### src/rtl/crc32_stream.sv
//==============================================================================
// Module   : crc32_stream
// Purpose  : Frame-aware CRC-32 engine (poly 04C11DB7, MSB-first) with
//            valid/ready in, held valid/ready result out and a byte count.
// Options  : define CRC32_RESIDUE_CHECK_EN to add the out_ok residue flag.
// Revision : 1.0 - initial release
//==============================================================================
`default_nettype none

module crc32_stream #(
    parameter int          DATA_W = 32,
    parameter logic [31:0] INIT   = 32'hFFFFFFFF,
    localparam int         BW     = ((DATA_W / 8) > 1) ? $clog2(DATA_W / 8) : 1
) (
    input  logic              clk,
    input  logic              rst_n,
    input  logic              in_valid,
    output logic              in_ready,
    input  logic [DATA_W-1:0] in_data,
    input  logic              in_sop,
    input  logic              in_eop,
    input  logic [BW-1:0]     in_bytes,
    output logic              out_valid,
    input  logic              out_ready,
    output logic [31:0]       out_crc,
    output logic [15:0]       out_len,
`ifdef CRC32_RESIDUE_CHECK_EN
    output logic              out_ok,
`endif
    output logic              err
);

    localparam logic [31:0] C_POLY   = 32'h04C11DB7;
    localparam logic [4:0]  C_NBYTES = 5'(DATA_W / 8);

    typedef enum logic [1:0] {
        S_IDLE = 2'd0,
        S_BUSY = 2'd1,
        S_HOLD = 2'd2
    } state_t;

    state_t       r_state;
    state_t       w_state_next;
    logic [31:0]  r_acc;
    logic [15:0]  r_cnt;
    logic [31:0]  r_out_crc;
    logic [15:0]  r_out_len;
    logic         r_err;
`ifdef CRC32_RESIDUE_CHECK_EN
    logic         r_ok;
`endif

    logic         w_accept;
    logic         w_take;
    logic         w_in_frame;
    logic         w_process;
    logic         w_frame_err;
    logic [4:0]   w_bytes_in;
    logic [4:0]   w_nbytes;
    logic [31:0]  w_crc_base;
    logic [31:0]  w_crc_next;
    logic [15:0]  w_cnt_base;
    logic [16:0]  w_cnt_sum;
    logic [15:0]  w_cnt_next;

    // Bytes at index >= nbytes (counted from the MSB) are left out of the CRC.
    function automatic logic [31:0] crc_update(
        input logic [31:0]       crc_in,
        input logic [DATA_W-1:0] data,
        input logic [4:0]        nbytes
    );
        logic [31:0] c;
        logic        fb;
        c = crc_in;
        for (int i = 0; i < DATA_W / 8; i++) begin
            if (5'(i) < nbytes) begin
                for (int j = 0; j < 8; j++) begin
                    fb = c[31] ^ data[DATA_W - 1 - 8 * i - j];
                    c  = {c[30:0], 1'b0} ^ (fb ? C_POLY : 32'h0);
                end
            end
        end
        return c;
    endfunction

    assign in_ready  = (r_state != S_HOLD) || out_ready;
    assign out_valid = (r_state == S_HOLD);
    assign out_crc   = r_out_crc;
    assign out_len   = r_out_len;
    assign err       = r_err;
`ifdef CRC32_RESIDUE_CHECK_EN
    assign out_ok    = r_ok;
`endif

    // A result taken this cycle makes the engine behave as IDLE for the incoming beat.
    always_comb begin
        w_accept    = in_valid && in_ready;
        w_take      = (r_state == S_HOLD) && out_ready;
        w_in_frame  = (r_state == S_BUSY);
        w_process   = w_accept && (in_sop || w_in_frame);
        w_frame_err = w_accept && (in_sop ? w_in_frame : !w_in_frame);

        w_state_next = w_take ? S_IDLE : r_state;
        if (w_process) begin
            w_state_next = in_eop ? S_HOLD : S_BUSY;
        end
    end

    always_comb begin
        w_bytes_in = 5'(in_bytes);
        w_nbytes   = C_NBYTES;
        if (in_eop && (w_bytes_in != 5'd0) && (w_bytes_in <= C_NBYTES)) begin
            w_nbytes = w_bytes_in;
        end

        w_crc_base = in_sop ? INIT : r_acc;
        w_crc_next = crc_update(w_crc_base, in_data, w_nbytes);

        w_cnt_base = in_sop ? 16'd0 : r_cnt;
        w_cnt_sum  = {1'b0, w_cnt_base} + 17'(w_nbytes);
        w_cnt_next = w_cnt_sum[16] ? 16'hFFFF : w_cnt_sum[15:0];
    end

    always_ff @(posedge clk) begin
        if (!rst_n) begin
            r_state <= S_IDLE;
        end else begin
            r_state <= w_state_next;
        end
    end

    always_ff @(posedge clk) begin
        if (!rst_n) begin
            r_acc     <= INIT;
            r_cnt     <= 16'd0;
            r_out_crc <= 32'd0;
            r_out_len <= 16'd0;
            r_err     <= 1'b0;
`ifdef CRC32_RESIDUE_CHECK_EN
            r_ok      <= 1'b0;
`endif
        end else begin
            r_err <= w_frame_err;
            if (w_process) begin
                r_acc <= w_crc_next;
                r_cnt <= w_cnt_next;
                if (in_eop) begin
                    r_out_crc <= w_crc_next;
                    r_out_len <= w_cnt_next;
`ifdef CRC32_RESIDUE_CHECK_EN
                    r_ok      <= (w_crc_next == 32'h0);
`endif
                end
            end
        end
    end

endmodule

`default_nettype wire

### config.mk
export PLATFORM = sky130hd
export DESIGN_NAME = crc32_stream
export DESIGN_NICKNAME = d
export VERILOG_FILES = /design/src/rtl/crc32_stream.sv
export SDC_FILE = /design/constraint.sdc
export NUM_CORES = 1
export LEC_CHECK = 0
export CAP_MARGIN = 25
export CORE_MARGIN = 2
export CORE_UTILIZATION = 66
export DETAILED_ROUTE_END_ITERATION = 8
export DONT_BUFFER_PORTS = 1
export MAX_ROUTING_LAYER = met4
export PLACE_DENSITY = 0.84
export SLEW_MARGIN = 20
export SYNTH_ARGS = -nofsm -noshare
export SYNTH_HDL_FRONTEND = slang
export SYNTH_SLANG_ARGS = --single-unit
### constraint.sdc
create_clock -name clk -period 7.5 [get_ports clk]
set_clock_uncertainty 0.15 [all_clocks]
set_input_delay 1.5 -clock clk [delete_from_list [all_inputs] [get_ports clk]]
set_output_delay 1.5 -clock clk [all_outputs]
set_load 0.01 [all_outputs]
==> run summary <==
Setup Fix Bufs, Post-CTS -> 0
routability congestion estimate -> 0.9770
Final ANT Viol Nets -> 0
clock net sink count -> 99
H-tree depth -> 3
FILL cells -> 1,145
worst-margin pin slew -> 0.8723 ns
Skew-Pair Late Insertion Delay -> 0.34 ns
Async SR Flop Fraction -> 0%
Post-synth EDFFs -> 0
DP Worst Slack -> 0.7888 ns
RSZ-0062 raised after global routing -> no
# setup viols final -> 0
post-synthesis cell area -> 9529 um^2
# DRC -> 0
startpoint types -> input port
fmax -> 154.2 MHz
fin crit share -> 86.44%
die width -> 124.2 um
syn avg cell area -> 8.478 um^2
CTS buffer count -> 9
I/O Buffers -> 0
crit path DAT -> 6.59 ns
initial antenna violation count -> 0
row count -> 43
Max FO, Critical Path -> 62
CTS tree -> built
root buf cell -> clkbuf_16
max cap viols -> 0
CP max stage cell -> nor4_1
Routed wire per std cell -> 22.12 um
GRT Util Overall -> 38.18%
Worst Setup Slack, final -> 1.017 ns
yosys warns -> 0
Mapped Cells -> 1,124
fin. max-slew vios -> 0
layout cell share with drive strength beyond 1 -> 8.387%
Post-CTS Resized -> 0
Cell variety after synth -> 73
Synth Register Bits -> 99
CTS Buffer Depth -> 2
Synth Flop Type -> dfxtp_1
post-synth net total -> 1,169
worst path required time -> 7.60 ns
CP Class -> in -> reg
Critical Path Max Stage Delay -> 0.73 ns
Area Overhead vs Synth -> 3.887%
Clock transition at path regs -> 0.07 ns
Congestion Overflow GR -> 0
vias in the first global route -> 7,414
total number of vias -> 8,102
1st-pass router iterations -> 6
Slew HR -> 41.84%
HP Class -> reg -> reg
Die H -> 124.2 um
Initial Util -> 68.12%
die area -> 15,420 um^2
post-layout min period -> 6.483 ns
crit path capture type -> flop
outcome -> finished clean
CTS Hold Bufs -> 0
sequential-to-total area share from yosys stat -> 20.80%
total wire length -> 28,010 um
1st-iter DRT viols -> 1,170
DR vias/cell -> 6.400
Hold Fails Final Rpt -> 0
setup TNS -> 0 ns
post-detail-place hpwl -> 21,310 um
I/O pins -> 91
core box area -> 13,990 um^2
global-route wire length before repair -> 42,780 um
cell breakdown of the critical path -> inv_1 -> a21oi_1 -> o211a_1 -> nor2_1 -> buf_4 -> mux2i_2 -> nor4_1 -> nor4_1 -> nand3_1 -> buf_4 -> xnor3_1 -> mux2i_1 -> xor3_2 -> xnor2_2 -> xor2_1 -> nor2_1 -> o31ai_1
Nets -> 1,125
largest net degree at the start of global routing -> 73
path summary, 6_finish.rpt:
path                              endpoint                   start  slack (ns)  depth (start not counted)
setup / recovery  out_crc[26]$_SDFFE_PN0P_                  in_sop        1.02                         17
hold reg to reg      r_acc[0]$_SDFFE_PN1P_   r_acc[0]$_SDFFE_PN1P_        0.32                          2
setup reg to reg  out_crc[26]$_SDFFE_PN0P_  r_acc[28]$_SDFFE_PN1P_        1.59                         16
hold / removal       r_acc[0]$_SDFFE_PN1P_   r_acc[0]$_SDFFE_PN1P_        0.32                          2
layout make-up:
class | instances | area (um^2) | share of cell area [%]
Tap cell | 180 | 225.2 | 2.275
Sequential cell | 99 | 1982 | 20.02
Antenna cell | 1 | 2.502 | 0.02528
Timing Repair Buffer | 18 | 147.6 | 1.491
Clock buffer | 11 | 232.7 | 2.351
Multi-Input combinational cell | 945 | 7198 | 72.71
Inverter | 7 | 26.28 | 0.2654
Clock inverter | 5 | 85.08 | 0.8595
routing by layer:
layer / up-vias / global-route usage (%) / routed length (um)
met5: - / - / 0
met2: 462 / 57.27 / 12600
met1: 3787 / 51.50 / 11510
li1: 3766 / - / -
met4: 0 / 11.45 / 1015
met3: 87 / 8.837 / 2882
cells by family (layout without fill, tap and decap cells):
| group | after synthesis | count (layout) | share of synthesized area, % |
|---|---|---|---|
| XOR/XNOR | 308 | 308 | 38.41 |
| AND/OR/NAND/NOR | 378 | 378 | 18.08 |
| multiplexers | 30 | 30 | 3.585 |
| adder cells (fa/ha/maj) | 5 | 5 | 0.7353 |
| flip-flops | 99 | 99 | 20.80 |
| other | 0 | 1 | 0 |
| AO/OA/AOI/OAI | 224 | 224 | 14.67 |
| buffers and inverters | 80 | 41 | 3.729 |
layout by cell type, fill, tap and decap left out, types with 3 or more instances in the layout:
| master | instances |
|---|---|
| nor4_1 | 9 |
| a31oi_1 | 17 |
| o22ai_1 | 3 |
| a211oi_1 | 27 |
| a221oi_1 | 5 |
| and4_1 | 3 |
| nor2_2 | 3 |
| mux2i_1 | 19 |
| o211ai_1 | 8 |
| xnor3_1 | 42 |
| nand3_1 | 21 |
| xnor2_1 | 167 |
| xor2_4 | 4 |
| xnor2_2 | 10 |
| nor3_1 | 36 |
| dfxtp_1 | 99 |
| or4_1 | 4 |
| buf_4 | 17 |
| nand2_1 | 100 |
| or3_1 | 4 |
| mux2_2 | 7 |
| nor2_1 | 147 |
| o21a_1 | 6 |
| xor3_1 | 7 |
| nor2b_1 | 11 |
| or2_2 | 4 |
| a21oi_1 | 70 |
| clkbuf_16 | 9 |
| o31ai_1 | 13 |
| ha_1 | 4 |
| nand2b_1 | 12 |
| and3_1 | 5 |
| o21ai_0 | 52 |
| and2_1 | 6 |
| xnor2_4 | 4 |
| xor2_1 | 68 |
| inv_1 | 6 |
| xor2_2 | 5 |
worst max-delay path, delay by kind of cell:
family / cells / cell delay [ns]
simple gates: 5 / 1.22
buf+inv: 3 / 0.80
xor+xnor: 4 / 1.38
mux: 2 / 0.88
compound gates: 3 / 0.76
through the flow:
stage	hold slack (ns)	util, %	std cells	instance area, um^2
after floorplan	0.2897	-	1124	9529
after global placement	0.3011	68.34	1248	9559
after detailed placement	0.3093	68.34	1248	9559
after CTS	0.3224	70.61	1264	9877
after global routing	0.3581	70.75	1265	9897
final	0.3235	70.77	1266	9899
cells in the mapped netlist (10+ instances only):
cell type	count	share of area, %
buf_2	14	0.74
a21oi_1	70	3.7
o31ai_1	13	1.0
nand2_1	100	3.9
a211oi_1	27	2.1
nor2_1	148	5.8
nand2b_1	12	0.79
xnor3_1	42	9.9
nor3_1	36	1.9
xor2_1	68	6.2
nor2b_1	12	0.79
mux2i_1	19	2.0
nand3_1	21	1.1
clkbuf_1	45	1.8
dfxtp_1	99	21
o21ai_0	52	2.7
a31oi_1	17	1.1
xnor2_1	167	15
xnor2_2	10	1.7
flip-flops by register name (all words and copies together), names as in the netlist:
signal	flops
out_crc	32
err	1
r_cnt	16
r_acc	32
r_state	2
out_len	16
Power is not shown: default switching activity piles up to over one toggle a cycle in this logic, so the estimate is an artifact.
